### src/rtl/friscv_rv32i_control_pkg.sv
// Shared RV32I definitions: opcodes, branch funct3 codes, decoded-bus layout and FSM states.
package friscv_rv32i_control_pkg;

  localparam logic [6:0] OPC_LUI    = 7'b0110111;
  localparam logic [6:0] OPC_AUIPC  = 7'b0010111;
  localparam logic [6:0] OPC_JAL    = 7'b1101111;
  localparam logic [6:0] OPC_JALR   = 7'b1100111;
  localparam logic [6:0] OPC_BRANCH = 7'b1100011;
  localparam logic [6:0] OPC_LOAD   = 7'b0000011;
  localparam logic [6:0] OPC_STORE  = 7'b0100011;
  localparam logic [6:0] OPC_OPIMM  = 7'b0010011;
  localparam logic [6:0] OPC_OP     = 7'b0110011;
  localparam logic [6:0] OPC_SYSTEM = 7'b1110011;
  localparam logic [6:0] OPC_NOP    = 7'b0000000;

  localparam logic [2:0] F3_BEQ  = 3'b000;
  localparam logic [2:0] F3_BNE  = 3'b001;
  localparam logic [2:0] F3_BLT  = 3'b100;
  localparam logic [2:0] F3_BGE  = 3'b101;
  localparam logic [2:0] F3_BLTU = 3'b110;
  localparam logic [2:0] F3_BGEU = 3'b111;

  // Decoded instruction bus layout, LSB first
  localparam int unsigned OPCODE_OFF = 0;
  localparam int unsigned FUNCT3_OFF = 7;
  localparam int unsigned FUNCT7_OFF = 10;
  localparam int unsigned RS1_OFF    = 17;
  localparam int unsigned RS2_OFF    = 22;
  localparam int unsigned RD_OFF     = 27;
  localparam int unsigned ZIMM_OFF   = 32;
  localparam int unsigned IMM12_OFF  = 37;
  localparam int unsigned IMM20_OFF  = 49;
  localparam int unsigned CSR_OFF    = 69;
  localparam int unsigned SHAMT_OFF  = 81;
  localparam int unsigned INST_BUS_W = 86;

  typedef enum logic [0:0] {
    StBoot,
    StFetch
  } ctrl_state_e;

endpackage

### src/rtl/friscv_rv32i_control_decoder.sv
// Combinational RV32I field/immediate extraction, opcode validity and decoded-bus packing.
module friscv_rv32i_control_decoder
  import friscv_rv32i_control_pkg::*;
#(
  parameter int unsigned XLEN = 32
) (
  input  logic [XLEN-1:0]       inst,
  output logic [6:0]            opcode,
  output logic [2:0]            funct3,
  output logic [4:0]            rs1,
  output logic [4:0]            rs2,
  output logic [4:0]            rd,
  output logic [XLEN-1:0]       imm_i,
  output logic [XLEN-1:0]       imm_u,
  output logic [XLEN-1:0]       imm_j,
  output logic [XLEN-1:0]       imm_b,
  output logic                  inst_error,
  output logic [INST_BUS_W-1:0] instbus
);

  assign opcode = inst[6:0];
  assign funct3 = inst[14:12];
  assign rs1    = inst[19:15];
  assign rs2    = inst[24:20];
  assign rd     = inst[11:7];

  assign imm_i = XLEN'($signed(inst[31:20]));
  assign imm_u = XLEN'($signed({inst[31:12], 12'b0}));
  assign imm_j = XLEN'($signed({inst[31], inst[19:12], inst[20], inst[30:21], 1'b0}));
  assign imm_b = XLEN'($signed({inst[31], inst[7], inst[30:25], inst[11:8], 1'b0}));

  always_comb begin
    inst_error = 1'b0;
    case (opcode)
      OPC_LUI, OPC_AUIPC, OPC_JAL, OPC_JALR, OPC_LOAD, OPC_STORE,
      OPC_OPIMM, OPC_OP, OPC_SYSTEM, OPC_NOP: inst_error = 1'b0;
      // funct3 010/011 are not branch encodings
      OPC_BRANCH: inst_error = (funct3 == 3'b010) || (funct3 == 3'b011);
      default:    inst_error = 1'b1;
    endcase
  end

  always_comb begin
    instbus = '0;
    instbus[OPCODE_OFF +: 7] = opcode;
    instbus[FUNCT3_OFF +: 3] = funct3;
    instbus[FUNCT7_OFF +: 7] = inst[31:25];
    instbus[RS1_OFF +: 5]    = rs1;
    instbus[RS2_OFF +: 5]    = rs2;
    instbus[RD_OFF +: 5]     = rd;
    instbus[ZIMM_OFF +: 5]   = inst[19:15];
    instbus[IMM12_OFF +: 12] = inst[31:20];
    instbus[IMM20_OFF +: 20] = inst[31:12];
    instbus[CSR_OFF +: 12]   = inst[31:20];
    instbus[SHAMT_OFF +: 5]  = inst[24:20];
  end

endmodule

### src/rtl/friscv_rv32i_control.sv
// RV32I central controller: owns the PC, fetches, executes control flow locally and
// dispatches everything else to the processing unit.
module friscv_rv32i_control
  import friscv_rv32i_control_pkg::*;
#(
  parameter int unsigned ADDRW     = 16,
  parameter int unsigned BOOT_ADDR = 0,
  parameter int unsigned XLEN      = 32
) (
  input  logic                  aclk,
  input  logic                  aresetn,
  input  logic                  srst,
  output logic                  inst_en,
  output logic [ADDRW-1:0]      inst_addr,
  input  logic [XLEN-1:0]       inst_rdata,
  input  logic                  inst_ready,
  output logic                  proc_en,
  input  logic                  proc_ready,
  input  logic                  proc_empty,
  output logic [INST_BUS_W-1:0] proc_instbus,
  output logic [4:0]            ctrl_rs1_addr,
  input  logic [XLEN-1:0]       ctrl_rs1_val,
  output logic [4:0]            ctrl_rs2_addr,
  input  logic [XLEN-1:0]       ctrl_rs2_val,
  output logic                  ctrl_rd_wr,
  output logic [4:0]            ctrl_rd_addr,
  output logic [XLEN-1:0]       ctrl_rd_val
);

  ctrl_state_e     state_q, state_d;
  logic [XLEN-1:0] pc_q, pc_d;

  logic [6:0]      opcode;
  logic [2:0]      funct3;
  logic [XLEN-1:0] imm_i, imm_u, imm_j, imm_b;
  logic            inst_error;
  logic [XLEN-1:0] pc_plus4, jalr_target;
  logic            branch_taken;
  logic            unused_aresetn;

  assign unused_aresetn = aresetn;

  friscv_rv32i_control_decoder #(
    .XLEN (XLEN)
  ) u_decoder (
    .inst       (inst_rdata),
    .opcode     (opcode),
    .funct3     (funct3),
    .rs1        (ctrl_rs1_addr),
    .rs2        (ctrl_rs2_addr),
    .rd         (ctrl_rd_addr),
    .imm_i      (imm_i),
    .imm_u      (imm_u),
    .imm_j      (imm_j),
    .imm_b      (imm_b),
    .inst_error (inst_error),
    .instbus    (proc_instbus)
  );

  assign inst_addr   = pc_q[ADDRW-1:0];
  assign pc_plus4    = pc_q + XLEN'(4);
  assign jalr_target = (ctrl_rs1_val + imm_i) & ~XLEN'(1);

  always_comb begin
    branch_taken = 1'b0;
    case (funct3)
      F3_BEQ:  branch_taken = (ctrl_rs1_val == ctrl_rs2_val);
      F3_BNE:  branch_taken = (ctrl_rs1_val != ctrl_rs2_val);
      F3_BLT:  branch_taken = ($signed(ctrl_rs1_val) < $signed(ctrl_rs2_val));
      F3_BGE:  branch_taken = ($signed(ctrl_rs1_val) >= $signed(ctrl_rs2_val));
      F3_BLTU: branch_taken = (ctrl_rs1_val < ctrl_rs2_val);
      F3_BGEU: branch_taken = (ctrl_rs1_val >= ctrl_rs2_val);
      default: branch_taken = 1'b0;
    endcase
  end

  always_comb begin
    state_d     = state_q;
    pc_d        = pc_q;
    inst_en     = 1'b0;
    proc_en     = 1'b0;
    ctrl_rd_wr  = 1'b0;
    ctrl_rd_val = pc_plus4;
    unique case (state_q)
      StBoot: state_d = StFetch;
      StFetch: begin
        inst_en = 1'b1;
        if (inst_ready) begin
          // Invalid encodings retire as NOPs before any opcode-specific handling
          if (inst_error || opcode == OPC_NOP) begin
            pc_d = pc_plus4;
          end else begin
            case (opcode)
              OPC_AUIPC: begin
                ctrl_rd_wr  = 1'b1;
                ctrl_rd_val = pc_q + imm_u;
                pc_d        = pc_plus4;
              end
              OPC_JAL: begin
                ctrl_rd_wr = 1'b1;
                pc_d       = pc_q + imm_j;
              end
              OPC_JALR: begin
                if (proc_empty) begin
                  ctrl_rd_wr = 1'b1;
                  pc_d       = jalr_target;
                end
              end
              OPC_BRANCH: begin
                if (proc_empty) pc_d = branch_taken ? pc_q + imm_b : pc_plus4;
              end
              default: begin
                if (proc_ready) begin
                  proc_en = 1'b1;
                  pc_d    = pc_plus4;
                end
              end
            endcase
          end
        end
      end
      default: state_d = StBoot;
    endcase
  end

  always_ff @(posedge aclk) begin
    if (srst) begin
      state_q <= StBoot;
      pc_q    <= XLEN'(BOOT_ADDR);
    end else begin
      state_q <= state_d;
      pc_q    <= pc_d;
    end
  end

endmodule

### config.mk
export PLATFORM = sky130hd
export DESIGN_NAME = friscv_rv32i_control
export DESIGN_NICKNAME = d
export VERILOG_FILES = /design/src/rtl/friscv_rv32i_control_pkg.sv /design/src/rtl/friscv_rv32i_control_decoder.sv /design/src/rtl/friscv_rv32i_control.sv
export SDC_FILE = /design/constraint.sdc
export NUM_CORES = 1
export LEC_CHECK = 0
export BUFFER_PORTS_ARGS = -buffer_cell sky130_fd_sc_hd__buf_2
export CORE_ASPECT_RATIO = 0.6
export CORE_MARGIN = 2
export CORE_UTILIZATION = 56
export DETAILED_ROUTE_END_ITERATION = 8
export PLACE_DENSITY = 0.86
export SLEW_MARGIN = 0
export SYNTH_ARGS = -nofsm -noshare
export SYNTH_HDL_FRONTEND = slang
export SYNTH_SLANG_ARGS = --single-unit
### constraint.sdc
create_clock -name aclk -period 3.8 [get_ports aclk]
set_input_delay 0.76 -clock aclk [delete_from_list [all_inputs] [get_ports aclk]]
set_output_delay 0.76 -clock aclk [all_outputs]
set_load 0.03 [all_outputs]
==> results.toml, run 1 <==
[hold_path]
min_path_cells = 2
hold_path_class = "register to register"
holdPathEnd = "pc_q[1]"
hold_path_startpoint = "pc_q[1]"

[floorplanning]
dieHeight_um = 105
start_util_pct = 57.7
row_count = 36
die_area_sq_um = 18000
coreArea_sq_um = 16400
dieWidth_um = 172
ios = 254

[sta]
whs_ps = 596
skew_ps = 4.48
fin_ws_ps = -80.8
rsz0062_at_grt = "true"
max_freq_mhz = 258
finalCriticalPeriod_ps = 3880
maxSlewViolCount = 0
relSlewSlack_pct = 43.6
final-hold-violation-count = 0
worst_pin_slew_ps = 845
setup_violations = 4
fin_crit_sh_pct = 102

[cts]
tritoncts = "done"
htreeDepth = 2
cts_hold_buf = 0
cts_buffers = 5
cts_sinks = 32
root_buffer = "clkbuf_16"
clkTransAtPathRegs_ps = 60
clockBufferDepth = 2
clk_latency_ps = 290

[layout]
layout_commonest_cell = "buf_2"
layout.area.seq_sq_um = 641
finalNetCount = 1841
antenna_cells = 0
design_area_sq_um = 11900
drive_gt1_share_pct = 33.0
multi_input_area_sq_um = 7640
fill_cells = 1386
final_cell_mix = "244 x buf_2, 204 x buf_4, 115 x ha_1"
syn_to_final_growth_pct = 25.4

[grt]
grt_overflow = 0
grt_pass1_vias = 10600
grtUsageTotal_pct = 40.6
grt_max_degree = 28
antenna_found_initial = 1
grt_pass1_wl_um = 57200

[place]
dp.final_hpwl_um = 31000
numPortBuffers = 250
placed_cell_area_sq_um = 11500
gp_congestion = 1.05

[worst_setup_path]
crit_arrival_ps = 3120
r2r-start = "pc_q[2]"
worst-setup-path-type = "input pin to output pin"
slowest_stage = "fa_2"
path_max_fanout = 4
critPathLaunchType = "input pin"
cp-end-kind = "output pin"
cp.required_ps = 3040
crit_path_cell_trace = "buf_8 > ha_4 > inv_2 > fa_2 > nor2b_1 > o21a_1 > o21ai_2 > a21oi_2 > o211ai_1 > a31o_2 > o211ai_1 > a21oi_1 > xor2_1 > a21oi_2 > buf_6"
rr_endpoint = "pc_q[31]"
regToRegSetupSlack_ps = 350
cp_slowest_stage_delay_ps = 340
reg2reg_depth = 13

[power_and_ir_drop]
comb_power_share_pct = 65.9
vdd_drop_max_uv = 234
seq_power_share_pct = 15.5
pwr-share-clk_pct = 18.6
power.internal_mw = 1.28
swShare_pct = 47.6
netSwitchingPower_mw = 1.17
p_per_area_nw_per_um2 = 206
power.leakage_nw = 5.96

[drt]
first_iter_violations = 1623
drt_pass1_iterations = 8
vias = 11700
ant_nets = 0
routedWlPerCell_um = 20.6
vias_per_cell = 6.32
route.detailed.drc = 0
routed_wirelength_um = 38000

[synth]
synth_edf_count = 0
synth_warnings = 0
synth-main-ff-cell = "dfxtp_1"
synth_cells = 1323
avgSynthCellArea_sq_um = 7.16
synth_cell_types = 87
syn-cell-area_sq_um = 9470
ys_seq_area_share_pct = 6.77
async_reset_ff_share_pct = 0
ys_seq_elements = 32

[outcome]
violations = "setup timing"
outcome = "complete, but fails checks"

[flow_run]
cap_violations = 0
==> cells in the mapped netlist, types with 15 or more instances <==
cell / n / share of area (%)
xor2_1: 49 / 4.5
xnor2_1: 67 / 6.2
a21oi_1: 115 / 6.1
inv_1: 66 / 2.6
o21ai_0: 83 / 4.4
dfxtp_1: 32 / 6.8
buf_4: 121 / 9.6
nor2b_1: 15 / 0.99
a31oi_1: 23 / 1.5
clkbuf_1: 39 / 1.5
o21a_1: 18 / 1.4
a221oi_1: 17 / 1.6
a21o_1: 41 / 3.3
nand3_1: 39 / 2.1
nor2_1: 96 / 3.8
and3_1: 20 / 1.3
o21bai_1: 18 / 1.4
nand2_1: 87 / 3.4
ha_1: 117 / 15
nor3_1: 32 / 1.7
==> power groups by stage <==
stage	combinational, mW	clock (mW)	sequential [mW]
2_1_floorplan	1.03	0	0.385
3_3_place_gp	1.50	0	0.383
3_5_place_dp	1.53	0	0.384
4_1_cts	1.56	0.448	0.377
5_1_grt	1.72	0.466	0.381
6_report	1.61	0.457	0.379
==> timing repair <==
item	in CTS	in global routing
buffers inserted	6	2
gates cloned	0	0
resized for setup	30	20
pin swaps	20	16
endpoints found under the setup margin	7	36
==> critical path, delay by kind of cell <==
kind,cells,cell delay [ps]
compound gates,8,1350
fa+ha+maj,2,470
buf+inv,3,260
xor+xnor,1,160
simple gates,1,110
==> stage by stage <==
step                std cells  setup TNS (ps)  setup slack (ps)  power (mW)  utilization [%]
CTS                      1844            -241              -128        2.38             71.8
global route             1846            -835              -180        2.56             72.4
finish                   1846            -279             -80.8        2.45             72.4
floorplan                1324            -114             -95.3        1.41                -
global placement         1831           -1690              -323        1.88             69.9
detailed placement       1831           -3510              -427        1.91             69.9
==> state kept, by name (all words and copies together), names as in the netlist <==
| name | cells |
|---|---|
| state_q | 1 |
| pc_q | 31 |
==> routing by layer <==
layer  GRT usage (%)  up-vias  routed length (um)  part of all wire, %
met2            60.0      896               15400                   41
met3            13.6      100                5780                   15
li1                -     5331                   -                    -
met5               0        -                  14                0.037
met1            56.3     5339               15700                   41
met4            10.1        2                1120                  2.9
==> worst max-delay path by stage <==
stage	to	slack [ps]	startpoint	cells past startpoint
final	ctrl_rd_val[28]	-80	inst_rdata[12]	15
after floorplan	ctrl_rd_val[31]	-100	inst_rdata[18]	12
after global placement	ctrl_rd_val[31]	-320	inst_rdata[13]	13
after global routing	ctrl_rd_val[30]	-180	inst_rdata[12]	15
after CTS	ctrl_rd_val[30]	-130	inst_rdata[12]	15
after detailed placement	ctrl_rd_val[29]	-430	inst_rdata[13]	13
==> cell families after synthesis <==
logic type	Yosys count	share of synthesized area [%]
AOI/OAI and AO/OA	438	31.5
xor gates and xnor gates	116	10.7
adders and majority gates	121	16.3
buffers and inverters	237	14.5
DFF	32	6.77
muxes	6	0.648
other	1	0.0396
and+or+nand+nor	372	19.5
==> layout make-up <==
class	count	area share (%)
sequential	32	5.40
tap	228	2.40
clock buffer	7	1.29
timing repair buffer	458	24.5
multi-input combinational	1055	64.4
inverter	66	2.09
No activity file was read; power rests on OpenSTA's default activity.
==> run 2, diff against run 1 <==
Settings changed: ABC_AREA set to 1, CORE_MARGIN 2 to not set, CORE_UTILIZATION 56 to 59, SYNTH_HIERARCHICAL set to 1.
==> run 2 against run 1 <==
- the flow now finishes without violations
- sequential share of layout area down 0.74 points
- die area up 32%
- wire length up 39%
- clock power up 2%
- first-iteration DRC count up 35%
- via count up 38%
- flip-flop and latch count up 1
- cell count up 46%
- count of clock-buffer cells in the layout unchanged
- critical path type unchanged
==> results.toml, run 2 <==
[outcome]
outcome = "finished clean"

[layout]
syn_to_final_growth_pct = 4.69
finalNetCount = 2647
largest_reg_flops = 32
top_regs = "pc_q (32), state_q (1)"
layout_commonest_cell = "nand2_1"
drive_gt1_share_pct = 18.2
final_cell_mix = "454 x nand2_1, 277 x inv_1, 248 x buf_2"
fill_cells = 2162
top_register = "pc_q"
design_area_sq_um = 14200

[synth]
async_reset_ff_share_pct = 0
synth_cell_types = 55
yosysTopAreaCell = "ha_1"
synth_cells = 2308
ys_seq_area_share_pct = 4.86
synth.top_cells.by_area = "ha_1 14%, buf_4 14%, nand2_1 13%, a21oi_1 8.8%, inv_1 7.6%"
netlist.area_leader.share_pct = 14.4
synth_common_cells = "454 x nand2_1, 277 x inv_1, 257 x buf_4"
synth_warnings = 6
synth_edf_count = 0
ys_seq_elements = 33
yosysMostFrequentCell = "nand2_1"
synth-main-ff-cell = "dfxtp_1"
syn-cell-area_sq_um = 13600
avgSynthCellArea_sq_um = 5.89

[sta]
setup_violations = 0
max_freq_mhz = 268
final-hold-violation-count = 0
setup_tns_ps = 0
finalCriticalPeriod_ps = 3730
maxSlewViolCount = 0
relSlewSlack_pct = 6.02
fin_crit_sh_pct = 98.2
skew_ps = 4.30
whs_ps = 569
worst_pin_slew_ps = 1400

[drt]
route.detailed.drc = 0
routed_wirelength_um = 52700
drt_pass1_iterations = 6
ant_nets = 0
vias = 16100
routedWlPerCell_um = 19.6
vias_per_cell = 5.96
first_iter_violations = 2188

[power_and_ir_drop]
p_per_area_nw_per_um2 = 165
power.leakage_nw = 7.53
p_total_mw = 2.35
vdd_drop_max_uv = 171

[cts]
root_buffer = "clkbuf_16"
clk_latency_ps = 300
htreeDepth = 2
cts_buffers = 5
clockBufferDepth = 2
clkTransAtPathRegs_ps = 60
cts_sinks = 33
tritoncts = "done"

[floorplanning]
die_area_sq_um = 23700
dieWidth_um = 198
row_count = 42
dieHeight_um = 120
start_util_pct = 60.9
ios = 254
coreArea_sq_um = 22300

[grt]
grt_overflow = 0
grt_max_degree = 38
grt_use_met2_pct = 53.8
grt_pass1_vias = 13400
grt_busiest_layer = "met1"
grt_use_met1_pct = 65.1
antenna_found_initial = 1
grtUsageTotal_pct = 42.8
grt_pass1_wl_um = 76700
met3_usage_pct = 19.2

[flow_run]
cap_violations = 0

[worst_setup_path]
worst-setup-path-type = "input pin to output pin"
cp-end-kind = "output pin"
regToRegSetupSlack_ps = 550
critPathLaunchType = "input pin"
cp.required_ps = 3040
path_max_fanout = 3
crit_arrival_ps = 2970

[hold_path]
hold_path_class = "register to register"

[place]
placed_cell_area_sq_um = 14000
gp_congestion = 1.07
numPortBuffers = 252
dp.final_hpwl_um = 44700
## run 2: cell count changes after synthesis, sizes merged, moves of 26 or more
cell | previous run | this run
a21oi | 116 | 241
buf | 132 | 266
ha | 117 | 156
inv | 66 | 289
nand2 | 87 | 459
nand3 | 39 | 145
nand4 | 13 | 39
nor2 | 96 | 225
o21ai | 87 | 161
xnor2 | 67 | 27
## run 2: layer usage
layer	up-vias	share of wire (%)
met4	2	1.6
met3	82	17
met1	7300	46
li1	7608	-
met5	-	0.22
met2	1073	35
## run 2: power breakdown
part,switching (mW),internal (mW),total (mW),leakage [nW]
Clock,0.189,0.279,0.468,0.0799
Sequential,0.0322,0.359,0.391,0.270
Combinational,0.998,0.497,1.49,7.18
Total,1.22,1.13,2.35,7.53
## run 2: final cells by class
| type | instances | area (sq um) | area share (%) |
|---|---|---|---|
| Tap cell | 308 | 385 | 2.71 |
| Inverter | 289 | 1090 | 7.64 |
| Sequential cell | 33 | 663 | 4.66 |
| Timing Repair Buffer | 344 | 2010 | 14.2 |
| Clock inverter | 1 | 5.00 | 0.0352 |
| Clock buffer | 7 | 153 | 1.07 |
| Antenna cell | 1 | 2.50 | 0.0176 |
| Multi-Input combinational cell | 1712 | 9920 | 69.7 |
## run 2: timing repair
action	CTS	global route
hold buffers	0	0
endpoints found under the setup margin	0	32
buffers inserted	0	0
resized for setup	0	32
## run 2: kinds of logic (layout without fill, tap and decap cells)
group,after synthesis,count (layout),synth area share [%]
simple gates,964,964,31.8
buf+inv,576,641,23.1
compound gates,501,501,20.5
fa+ha+maj,160,160,14.9
xor+xnor,73,73,4.70
flops,33,33,4.86
other cells,1,15,0.0276
## run 2: metrics by stage
step	cells	utilization [%]	worst slack (ps)
5_1_grt	2694	63.7	-12.5
2_1_floorplan	2321	-	120
4_1_cts	2694	63.2	58.0
6_report	2695	63.7	66.7
3_5_place_dp	2686	62.5	68.4
3_3_place_gp	2686	62.5	92.8
## run 2: worst paths after layout
check	cells after the start	endpoint	startpoint
setup reg to reg	15	pc_q[24]	pc_q[15]
setup / recovery	15	ctrl_rd_val[26]	inst_rdata[13]
hold / removal	2	pc_q[13]	pc_q[13]
hold reg to reg	2	pc_q[13]	pc_q[13]
## run 2: critical path, cell delays in order
cell and delay, ps:
buf_2 160, ha_1 320, a21oi_1 70, inv_1 110, a21oi_2 40, a21boi_2 150, buf_4 160, o211ai_1 320
a21oi_2 130, buf_4 150, or2_2 270, nand3_1 70, nand2_1 50, inv_1 40, buf_2 180
